--- config.mk ---
export PLATFORM = sky130hd
export DESIGN_NAME = rgb_line_reader
export DESIGN_NICKNAME = d
export VERILOG_FILES = /design/src/rtl/rgb_line_reader.sv
export SDC_FILE = /design/constraint.sdc
export NUM_CORES = 1
export LEC_CHECK = 0
export ABC_AREA = 1
export ABC_CLOCK_PERIOD_IN_PS = 2500
export CAP_MARGIN = 5
export CELL_PAD_IN_SITES_DETAIL_PLACEMENT = 1
export CELL_PAD_IN_SITES_GLOBAL_PLACEMENT = 1
export CORE_MARGIN = 10
export CORE_UTILIZATION = 34
export CTS_BUF_LIST = sky130_fd_sc_hd__clkbuf_8
export DETAILED_ROUTE_END_ITERATION = 6
export GPL_TIMING_DRIVEN = 1
export MAX_ROUTING_LAYER = met4
export PLACE_DENSITY = 0.76
export RECOVER_POWER = 25
export SKIP_LAST_GASP = 1
export SYNTH_ARGS = -nofsm -noshare
export SYNTH_HDL_FRONTEND = slang
export SYNTH_SLANG_ARGS = --single-unit
--- constraint.sdc ---
create_clock -name i_clk -period 2.5 [get_ports i_clk]
set_input_delay 0.5 -clock i_clk [delete_from_list [all_inputs] [get_ports i_clk]]
set_output_delay 0.5 -clock i_clk [all_outputs]
set_load 0.01 [all_outputs]
--- src/rtl/rgb_line_reader.sv ---
// rgb_line_reader: sweeps one line out of the line buffer RAM into a 2-deep valid/ready pixel stream
module rgb_line_reader #(
   parameter int ADDR_W   = 13,
   parameter int DATA_W   = 16,
   parameter int LINE_LEN = 1280
) (
   input  logic              i_clk,
   input  logic              i_rst,
   input  logic              BUF_FILLED,
   output logic [ADDR_W-1:0] RD_ADDR,
   input  logic [DATA_W-1:0] HDMI_DTA,
   output logic [DATA_W-1:0] PIX_DTA,
   output logic              PIX_VALID,
   input  logic              PIX_READY,
   output logic              PIX_LAST,
   output logic              LINE_DONE,
   output logic              BUSY,
   output logic              OVERRUN
);
   localparam logic [ADDR_W-1:0] LAST_A = ADDR_W'(LINE_LEN - 1);

   typedef enum logic [1:0] {IDLE, FETCH, DRAIN} state_t;

   state_t            state, state_n;
   logic [ADDR_W-1:0] addr_n;
   logic              buf_q, armed, trig, pop, push, iss, iss_last, infl_last;
   logic              e0_last, e1_last;
   logic [DATA_W-1:0] e0, e1;
   logic [1:0]        fcnt;

   if (LINE_LEN < 2 || LINE_LEN - 1 >= 2 ** ADDR_W) begin : g_bad_len
      $error("LINE_LEN must be >= 2 and LINE_LEN-1 must fit in ADDR_W bits");
   end

   // armed masks the first cycle out of reset so a level already high is not a trigger
   assign trig      = BUF_FILLED & ~buf_q & armed;
   assign PIX_VALID = fcnt != 2'd0;
   assign pop       = PIX_VALID & PIX_READY;
   assign PIX_DTA   = e0;
   assign PIX_LAST  = PIX_VALID & e0_last;
   assign BUSY      = state != IDLE;

   // next state and read issue; a read is issued only if its data is sure to find a FIFO slot
   always_comb begin
      state_n  = state;
      addr_n   = RD_ADDR;
      iss      = 1'b0;
      iss_last = 1'b0;
      case (state)
         IDLE: if (trig) begin
            iss     = 1'b1;
            addr_n  = ADDR_W'(1);
            state_n = FETCH;
         end
         FETCH: if ({1'b0, fcnt} + {2'b0, push} - {2'b0, pop} < 3'd2) begin
            iss      = 1'b1;
            iss_last = RD_ADDR == LAST_A;
            state_n  = iss_last ? DRAIN : FETCH;
            addr_n   = iss_last ? RD_ADDR : RD_ADDR + ADDR_W'(1);
         end
         DRAIN: if (pop && e0_last) begin
            state_n = IDLE;
            addr_n  = '0;
         end
         default: state_n = IDLE;
      endcase
   end

   // state, address, in-flight tag and the two FIFO entries (e0 is the head)
   always_ff @(posedge i_clk) begin
      if (i_rst) begin
         state     <= IDLE;
         RD_ADDR   <= '0;
         buf_q     <= 1'b0;
         armed     <= 1'b0;
         push      <= 1'b0;
         infl_last <= 1'b0;
         fcnt      <= 2'd0;
         e0        <= '0;
         e1        <= '0;
         e0_last   <= 1'b0;
         e1_last   <= 1'b0;
         LINE_DONE <= 1'b0;
         OVERRUN   <= 1'b0;
      end else begin
         state     <= state_n;
         RD_ADDR   <= addr_n;
         buf_q     <= BUF_FILLED;
         armed     <= 1'b1;
         push      <= iss;
         infl_last <= iss_last;
         fcnt      <= fcnt + {1'b0, push} - {1'b0, pop};
         if (pop && fcnt == 2'd2) begin
            e0      <= e1;
            e0_last <= e1_last;
         end else if (push && fcnt == {1'b0, pop}) begin
            e0      <= HDMI_DTA;
            e0_last <= infl_last;
         end
         if (push) begin
            e1      <= HDMI_DTA;
            e1_last <= infl_last;
         end
         LINE_DONE <= state == DRAIN && pop && e0_last;
         OVERRUN   <= OVERRUN | (trig & BUSY);
      end
   end

   // a push into a full FIFO with no pop means the room check above is broken
   always_ff @(posedge i_clk) begin
      if (!i_rst) assert (!(push && !pop && fcnt == 2'd2));
   end
endmodule

Yosys cells after proc, flatten, opt, wreduce, memory -nomap -nowiden. Cells that the tools add are included.

Eq/ne operators: 9. Bitwise operators: 9. Multiplexer cells: 18. Add/subtract/negate cells: 5. $lt $le $gt $ge: 1. Reductions and logical operators: 13.

Operators by type and width (count): 2-to-1 mux 13 bit (4); case mux 13 bit (3 select lines) (1); 2-to-1 mux 16 bit (2); adder 13 x 1 -> 13 bit, second input constant (1); == test 13 x 11 -> 1 bit, second input constant (1); 2-to-1 mux 2 bit (4); inequality test 2 bit, second input constant (4); case mux 2 bit (3 select lines) (1); nonzero test 2 bit (3); AND 1 bit (5); logical AND 1 bit (5); 2-to-1 mux 1 bit (5); AND reduction 5 bit (1); == test 2 bit, second input constant (2); adder 2 x 1 -> 3 bit (1); < comparator 3 x 2 -> 1 bit, second input constant (1); inverter 1 bit (3); AND reduction 3 bit (1); nonzero test 3 bit (1); OR reduction 3 bit (1); subtractor 3 x 1 -> 3 bit (1); adder 2 x 1 -> 2 bit (1); == test 2 x 1 -> 1 bit (1); == test 2 x 1 -> 1 bit, second input constant (1); other kinds (4) (4).

Input port bits: 20. Output and inout port bits: 34. Register bits after elaboration: 57. Word-level logic and storage cells: 68.

Logic depth before layout (Yosys ltp). Gate-level depths: netlist of the first run.

Word-level depth: 6. Gate-level depth with buffers: 14. Depth with buffers taken out: 14.

Least setup slack after synthesis of the first run. OpenSTA, ideal clock, no wires.

Kind: input to register. From: input port PIX_READY. To: register RD_ADDR[5]. Data arrival time: 2.264 ns. Setup time: 0.135 ns. Stages on the path: 12. Required time: 2.365 ns. Slack: 0.101 ns. Buffers on the path: 1. Cell sequence: o21a_1 -> ha_1 -> inv_1 -> ha_1 -> fa_1 -> inv_1 -> nand3_1 -> nand2_2 -> nand3_4 -> buf_2 -> o21ai_0 -> a21oi_2.

Longest elaborated chain between the ends: 5. Elaborated cells between the ends (all ways): 7. Classes of those cells: 1 x add/sub; 1 x order compare; 2 x eq/ne; 1 x bitwise; 2 x reduce/logical.

RTL lines: start: declaration (line 14) `input logic PIX_READY,`; AND 1 bit * (line 38) `assign pop = PIX_VALID & PIX_READY;`; subtractor 3 x 1 -> 3 bit (line 55) `FETCH: if ({1'b0, fcnt} + {2'b0, push} - {2'b0, pop} < 3'd2) begin`; < comparator 3 x 2 -> 1 bit (line 55); inequality test 2 bit (no line); AND reduction 5 bit (no line) *; end signal: assignment (line 87) `RD_ADDR <= addr_n;`; end: declaration (line 10) `output logic [ADDR_W-1:0] RD_ADDR,`.

Mark *: on every way between the ends. The rest lies on a longest branch, timed or not. A chain may end at the register's enable or synchronous reset.

Worst setup path in the final report of the first run.
From: input port PIX_READY. To: register RD_ADDR[8].

The elaborated chain is that of the path after synthesis.

==> run summary, run 1 <==
SYNTHESIS
--------------------------------------------------------------------------------------
Cell types with the largest area share after synthesis                    sky130_fd_sc_hd__dfxtp_1 (41%), sky130_fd_sc_hd__nor2_1 (9.9%), sky130_fd_sc_hd__nand2_1 (9.1%)
Warnings, synthesis                                                                  0
Most common library cells after synthesis                                 sky130_fd_sc_hd__nor2_1 (73), sky130_fd_sc_hd__nand2_1 (67), sky130_fd_sc_hd__dfxtp_1 (57), sky130_fd_sc_hd__o21ai_0 (44), sky130_fd_sc_hd__inv_1 (29)
Top_reg_cell synth                                                        sky130_fd_sc_hd__dfxtp_1
Fraction of post-synthesis cell area in the top cell type by area                41.4%
Distinct cell type count after synthesis                                            32
Count of mapped cells out of synthesis                                             382
Post-synthesis cell area                                                      2760 um2
Post-synthesis async set-or-reset flop share                                        0%
Number of enable-type register cells in the synthesized netlist                      0
Number of register bits inferred by synthesis                                       57
Most frequent cell after synthesis                                        sky130_fd_sc_hd__nor2_1
Fraction of the yosys area taken by sequential cells                             41.4%
Post-Synthesis Net Count                                                           410
Cell taking the most area after synthesis                                 sky130_fd_sc_hd__dfxtp_1
Average footprint of a synthesized cell                                       7.21 um2

TIMING
--------------------------------------------------------------------------------------
Max Transition Viols Final                                                           0
Worst Max-Slew Pin Slew                                                       0.688 ns
Shortest clock period the worst path allows after layout                       2.50 ns
Post-route clock skew                                                        0.0105 ns
Total count of hold-check failures in the final report                               0
RSZ-0062 raised after global routing                                              true
Total of endpoints with negative setup slack in the final report                     0
Smallest hold slack                                                           0.461 ns
Crit share post-route                                                            99.9%
Fmax                                                                           400 MHz
Slew Limit Headroom                                                              54.1%

CRITICAL PATH
--------------------------------------------------------------------------------------
Slowest library cell on the worst path                                    sky130_fd_sc_hd__fa_2
Type of the setup path with the least slack                               input pin to flop
Critical-path maximum fanout                                                         6
Worst path required time                                                       2.78 ns
Endpoint class of the critical path                                               flop
Crit-path leading delay family                                             adder cells
Delay of the slowest critical-path stage                                       0.45 ns
Buffers plus inverters on the worst setup path                                       5
Startpoint kind of the worst setup timing path                               input pin
Cells traversed along the worst timing path                               dlygate4sd2_1 -> o21a_1 -> ha_4 -> inv_2 -> ha_4 -> fa_2 -> inv_2 -> nand3_4 -> nand2_4 -> nand3_4 -> nor2_8 -> buf_4 -> buf_16 -> nand2_2 -> a21oi_2
Data arrival time of the worst path                                            2.77 ns

PLACEMENT
--------------------------------------------------------------------------------------
Dpl hpwl                                                                       6200 um
Port buffer count                                                                   53
DP Cell Count                                                                      534
Placer congestion estimate                                                       0.772

GRT
--------------------------------------------------------------------------------------
Antenna violations before repair                                                     0
GR Overflow Total                                                                    0
Global-route wire length before repair                                        14700 um
Global Route Usage Sum                                                           15.8%
Largest net degree at the start of global routing                                   31
Via count of the first global-routing pass                                        2894

DETAILED ROUTING
--------------------------------------------------------------------------------------
Vias after detailed routing                                                       2840
Routed wirelength normalized by instance count                                 16.5 um
Detailed-routing iteration count for the pre-antenna-repair pass                     4
DRT antenna net count                                                                0
Via density                                                                       5.04
Post-detailed-routing wire length                                              9280 um
Remaining routing DRC violations                                                     0
Initial detailed-routing violation count                                           102

FINISH
--------------------------------------------------------------------------------------
Post-route core utilization                                                      49.7%
Nets                                                                               484
Share of post-route cells with drive strength above 1                            17.1%
Antenna cell count                                                                   0
Area growth, synth to finish                                                     40.7%
Non-filler cells in the finished layout                                            563

DIE
--------------------------------------------------------------------------------------
Full die area                                                                12100 um2
Num ports                                                                           54
X dimension of the die                                                          110 um
Die extent in y                                                                 110 um
Effective utilization at floorplan                                               35.3%
Total core area                                                               7810 um2
FP Rows                                                                             32

OUTCOME
--------------------------------------------------------------------------------------
Run status                                                                complete, no violations

HOLD PATH
--------------------------------------------------------------------------------------
Hold Path Class                                                           flop to flop

CTS
--------------------------------------------------------------------------------------
H-tree depth                                                                         3
Maximum count of clock buffers along a single path                                   2
CTS Buf Count                                                                        9
Clock slew at the register clock pins of the worst setup and hold paths        0.07 ns
Post-cts hold buffer count                                                           0
Clock insertion delay at the later pin of the skew report                      0.34 ns
TritonCTS clock tree                                                               yes
# clock sinks                                                                       57
Clock root buffer                                                         sky130_fd_sc_hd__clkbuf_8

JOB
--------------------------------------------------------------------------------------
Max-Cap Viols                                                                        0

POWER
--------------------------------------------------------------------------------------
LEAKAGE                                                                        1.53 nW
Worst vdd rail ir drop                                                          398 uV
Power density cells                                                         961 nW/um2

## final timing paths
path	startpoint	end	slack [ns]	cells after the start
setup / recovery	PIX_READY	RD_ADDR[8]	0.002	15
hold / removal	PIX_DTA[2]	PIX_DTA[2]	0.46	2
setup reg to reg	fcnt[0]	RD_ADDR[8]	0.02	14
hold reg to reg	PIX_DTA[2]	PIX_DTA[2]	0.46	2
## area by class of cell
type / count / area, um2
inverter: 31 / 116
clock inverter: 6 / 58.8
sequential: 57 / 1140
multi-input combinational: 279 / 1510
tap: 102 / 128
clock buffer: 10 / 138
fill: 980 / 3930
timing repair buffer: 78 / 787
## sequential cells by signal, summed over array words and instances, names as in the netlist
register	count
push	1
OVERRUN	1
PIX_DTA	16
infl_last	1
e1_last	1
state	2
buf_q	1
armed	1
LINE_DONE	1
RD_ADDR	13
e1	16
e0_last	1
fcnt	2
## metal layers
metal  global-route usage (%)  vias up  part of all wire [%]
met3                     3.42       12                   4.3
li1                         -     1392                     -
met2                     26.8       61                    50
met4                     4.46        0                   1.3
met5                        -        -                     0
met1                     18.3     1375                    45
## worst register-to-register path, delay by kind of cell, from the launching register on
kind	cells	cell delay, ns
AND/OR/NAND/NOR	5	0.52
flip-flops	1	0.33
buffers and inverters	4	0.38
AO/OA/AOI/OAI	2	0.33
adder cells (fa/ha/maj)	3	0.87
## layout by cell type (no fill, tap or decap), types with 2 or more instances in the layout
master | synthesis | layout
sky130_fd_sc_hd__nor2_1 | 73 | 71
sky130_fd_sc_hd__nand2_1 | 67 | 59
sky130_fd_sc_hd__dfxtp_1 | 57 | 56
sky130_fd_sc_hd__clkdlybuf4s50_1 | 0 | 52
sky130_fd_sc_hd__o21ai_0 | 44 | 38
sky130_fd_sc_hd__inv_1 | 29 | 28
sky130_fd_sc_hd__a21oi_1 | 24 | 21
sky130_fd_sc_hd__buf_4 | 1 | 20
sky130_fd_sc_hd__nand3_1 | 19 | 18
sky130_fd_sc_hd__o21a_1 | 17 | 17
sky130_fd_sc_hd__nand2_2 | 7 | 13
sky130_fd_sc_hd__clkbuf_8 | 0 | 10
sky130_fd_sc_hd__a21oi_2 | 4 | 7
sky130_fd_sc_hd__o21ai_1 | 0 | 6
sky130_fd_sc_hd__ha_1 | 7 | 5
sky130_fd_sc_hd__buf_12 | 0 | 4
sky130_fd_sc_hd__inv_2 | 1 | 3
sky130_fd_sc_hd__nand2_4 | 1 | 3
sky130_fd_sc_hd__nor2_2 | 1 | 3
sky130_fd_sc_hd__o21bai_1 | 3 | 3
sky130_fd_sc_hd__nand3_4 | 1 | 2
sky130_fd_sc_hd__nand3_2 | 1 | 2
sky130_fd_sc_hd__o211ai_1 | 2 | 2
sky130_fd_sc_hd__ha_4 | 0 | 2
sky130_fd_sc_hd__clkinv_2 | 0 | 2
sky130_fd_sc_hd__clkinvlp_4 | 0 | 2
## stage by stage
stage	area, um2	total power, W	setup WS (ns)	setup TNS [ns]
6_report	3880	0.00372	0.00219	0
5_1_grt	3880	0.00397	-0.0842	-0.840
4_1_cts	3790	0.00360	0.000287	0
3_5_place_dp	3440	0.00252	-0.634	-9.23
3_3_place_gp	3440	0.00246	-0.506	-7.64
2_1_floorplan	2760	0.00197	0.101	0
## report_power, final
group	internal [W]	total, W	leakage (nW)	switching [W]
logic	0.000790	0.00162	0.969	0.000827
registers	0.00111	0.00124	0.466	0.000130
clock network	0.000480	0.000865	0.0995	0.000386
## cells by family (layout without fill, tap and decap cells)
| logic type | after synthesis | after routing | synth area share [%] |
|---|---|---|---|
| AOI/OAI and AO/OA | 97 | 97 | 20.4 |
| and+or+nand+nor | 173 | 174 | 26.9 |
| adders and majority gates | 8 | 8 | 3.91 |
| DFF | 57 | 57 | 41.4 |
| buffers and inverters | 47 | 125 | 7.36 |
## timing repair
item	4_1_cts	5_1_grt
gates resized for setup	5	27
hold endpoints to repair	0	0
pin swaps	2	13
setup endpoints to repair	15	15
setup buffers	7	4
gates cloned	2	0
Power figures use the tool's default switching activity.
==> run 2, diff against run 1 <==
ABC_CLOCK_PERIOD_IN_PS = 2300   (was 2500)
CORE_UTILIZATION = 38   (was 34)
CTS_CLUSTER_DIAMETER = 80   (was default)
PLACE_DENSITY = 0.81   (was 0.76)
clock period = 2.3 ns   (was 2.5 ns; I/O delays follow)
==> run 2 against run 1 <==
The flow now finishes with violations (negative setup slack). Highest routed layer unchanged. Flip-flop and latch count did not move. Routed wire length rose by 0.60%. Design area fell by 1.4%. Critical endpoint is now RD_ADDR[9].
==> run summary, run 2 (synthesis results as in run 1) <==
CTS
--------------------------------------------------------------------------------------
CTS Buf Count                                                                        9
Post-cts hold buffer count                                                           0
Clock slew at the register clock pins of the worst setup and hold paths        0.07 ns
TritonCTS clock tree                                                               yes
Clock root buffer                                                         sky130_fd_sc_hd__clkbuf_8
Maximum count of clock buffers along a single path                                   2
# clock sinks                                                                       57
Clock insertion delay at the later pin of the skew report                      0.35 ns
H-tree depth                                                                         3

CRITICAL PATH
--------------------------------------------------------------------------------------
Type of the setup path with the least slack                               flop to flop
Data arrival time of the worst path                                            2.66 ns
Worst path required time                                                       2.54 ns
Endpoint class of the critical path                                               flop
Startpoint kind of the worst setup timing path                                    flop
Critical-path maximum fanout                                                         6

TIMING
--------------------------------------------------------------------------------------
Worst Max-Slew Pin Slew                                                        1.23 ns
Fmax                                                                           413 MHz
RSZ-0062 raised after global routing                                              true
Slew Limit Headroom                                                              17.8%
Max Transition Viols Final                                                           0
Post-route clock skew                                                       0.00960 ns
Crit share post-route                                                             105%
Post-route worst setup slack                                                 -0.120 ns
Total of endpoints with negative setup slack in the final report                    15
Total count of hold-check failures in the final report                               0
Shortest clock period the worst path allows after layout                       2.42 ns

OUTCOME
--------------------------------------------------------------------------------------
Run status                                                                complete, but fails checks
Violations in the final reports                                           negative setup slack

DIE
--------------------------------------------------------------------------------------
X dimension of the die                                                          105 um
Effective utilization at floorplan                                               39.9%
Total core area                                                               6910 um2
Num ports                                                                           54
Full die area                                                                11100 um2
Die extent in y                                                                 105 um
FP Rows                                                                             30

GRT
--------------------------------------------------------------------------------------
Global Route Usage Sum                                                           17.5%
Global-route met3 utilization                                                    3.44%
Met1 usage                                                                       19.8%
Fraction of met2 tracks used by global routing                                   29.7%
Via count of the first global-routing pass                                        3044
GR Overflow Total                                                                    0
Top Usage Layer GRT                                                               met2
Global-route wire length before repair                                        15600 um
Antenna violations before repair                                                     0
Largest net degree at the start of global routing                                   28

PLACEMENT
--------------------------------------------------------------------------------------
Placer congestion estimate                                                       0.886
Dpl hpwl                                                                       6170 um
Worst setup timing slack at the placement stage                              -0.621 ns
DP Cell Count                                                                      531
Port buffer count                                                                   53

FINISH
--------------------------------------------------------------------------------------
Area growth, synth to finish                                                     38.7%
Most frequent cells in the layout                                         sky130_fd_sc_hd__nor2_1 (72), sky130_fd_sc_hd__nand2_1 (58), sky130_fd_sc_hd__dfxtp_1 (55)
Nets                                                                               481
Antenna cell count                                                                   0
Most common cell after layout, fill and taps aside                        sky130_fd_sc_hd__nor2_1
Fillcell total                                                                     889
Share of post-route cells with drive strength above 1                            17.5%
Non-filler cells in the finished layout                                            553

DETAILED ROUTING
--------------------------------------------------------------------------------------
Post-detailed-routing wire length                                              9330 um
Routed wirelength normalized by instance count                                 16.9 um
Detailed-routing iteration count for the pre-antenna-repair pass                     4
Via density                                                                       5.14
Initial detailed-routing violation count                                            75
Vias after detailed routing                                                       2841
DRT antenna net count                                                                0
Remaining routing DRC violations                                                     0

HOLD PATH
--------------------------------------------------------------------------------------
Hold Path Class                                                           flop to flop

POWER
--------------------------------------------------------------------------------------
Switching part of the total                                                      37.8%
Relative contribution of sequential cells to total power                         35.1%
Net switching power figure                                                   0.00146 W
Clock group share of total power                                                 21.3%
LEAKAGE                                                                        1.52 nW
Post-layout total power                                                      0.00385 W
Power density cells                                                        1010 nW/um2
Worst vdd rail ir drop                                                          448 uV
Internal power of the cells                                                  0.00240 W
Combinational group share of total power                                         43.6%

JOB
--------------------------------------------------------------------------------------
Max-Cap Viols                                                                        0

[run 2: changes by cell type in the layout (fill, tap and decap cells not counted), moves of 2 or more]
cell	previous run	this run
sky130_fd_sc_hd__buf_12	4	2
sky130_fd_sc_hd__buf_4	20	15
sky130_fd_sc_hd__buf_6	0	4
sky130_fd_sc_hd__o21ai_1	6	2
sky130_fd_sc_hd__o21ai_2	0	4
[run 2: layout make-up]
cell class	instances	area, um2	area share, %
flip-flops and latches	57	1140	29.9
well taps	96	120	3.14
clock inverters	5	25.0	0.655
clock buffers	10	138	3.60
repair buffers	76	758	19.8
inverters	31	116	3.04
multi-input cells	278	1520	39.8
[run 2: path summary, 6_finish.rpt]
check                           cells after the start  slack [ns]        from         end
worst max register to register                     14       -0.12     fcnt[0]  RD_ADDR[9]
worst min-delay path                                2        0.46  PIX_DTA[3]  PIX_DTA[3]
worst min register to register                      2        0.46  PIX_DTA[3]  PIX_DTA[3]
worst max-delay path                               14       -0.12     fcnt[0]  RD_ADDR[9]
[run 2: repair_timing]
item	CTS	global route
buffers inserted	5	1
setup endpoints to repair	15	16
pin swaps	14	11
hold endpoints to repair	0	0
gates cloned	1	0
gates resized for setup	23	15
[run 2: routing by layer]
layer | vias to the layer above | share of wire, %
li1 | 1384 | -
met3 | 14 | 3.6
met2 | 62 | 51
met5 | - | 0
met1 | 1381 | 44
met4 | 0 | 1.6
[run 2: worst max-delay path, stage by stage (launching register included)]
cell	delay [ns]
sky130_fd_sc_hd__dfxtp_2	0.33
sky130_fd_sc_hd__o21a_1	0.21
sky130_fd_sc_hd__ha_4	0.28
sky130_fd_sc_hd__inv_2	0.04
sky130_fd_sc_hd__ha_4	0.15
sky130_fd_sc_hd__fa_2	0.41
sky130_fd_sc_hd__inv_2	0.08
sky130_fd_sc_hd__nand3_2	0.07
sky130_fd_sc_hd__nand2_2	0.10
sky130_fd_sc_hd__nand3_4	0.13
sky130_fd_sc_hd__nor2_8	0.18
sky130_fd_sc_hd__buf_12	0.14
sky130_fd_sc_hd__nand2_2	0.05
sky130_fd_sc_hd__nand2_1	0.06
sky130_fd_sc_hd__nor2_1	0.06
[run 2: metrics by stage]
stage / hold slack, ns / setup TNS, ns / util (%) / area [um2]
global route: 0.489 / -2.80 / 55.3 / 3820
CTS: 0.467 / -2.24 / 54.4 / 3760
floorplan: 0.456 / 0 / - / 2770
global placement: 0.451 / -8.13 / 49.9 / 3450
finish: 0.463 / -1.41 / 55.3 / 3820
detailed placement: 0.457 / -9.23 / 49.9 / 3450
[run 2: power by group through the flow]
stage | clock [W] | sequential [W] | combinational, W
detailed placement | 0 | 0.00136 | 0.00137
floorplan | 0 | 0.00139 | 0.000758
global placement | 0 | 0.00135 | 0.00132
global route | 0.000879 | 0.00138 | 0.00185
CTS | 0.000826 | 0.00135 | 0.00160
finish | 0.000821 | 0.00135 | 0.00168
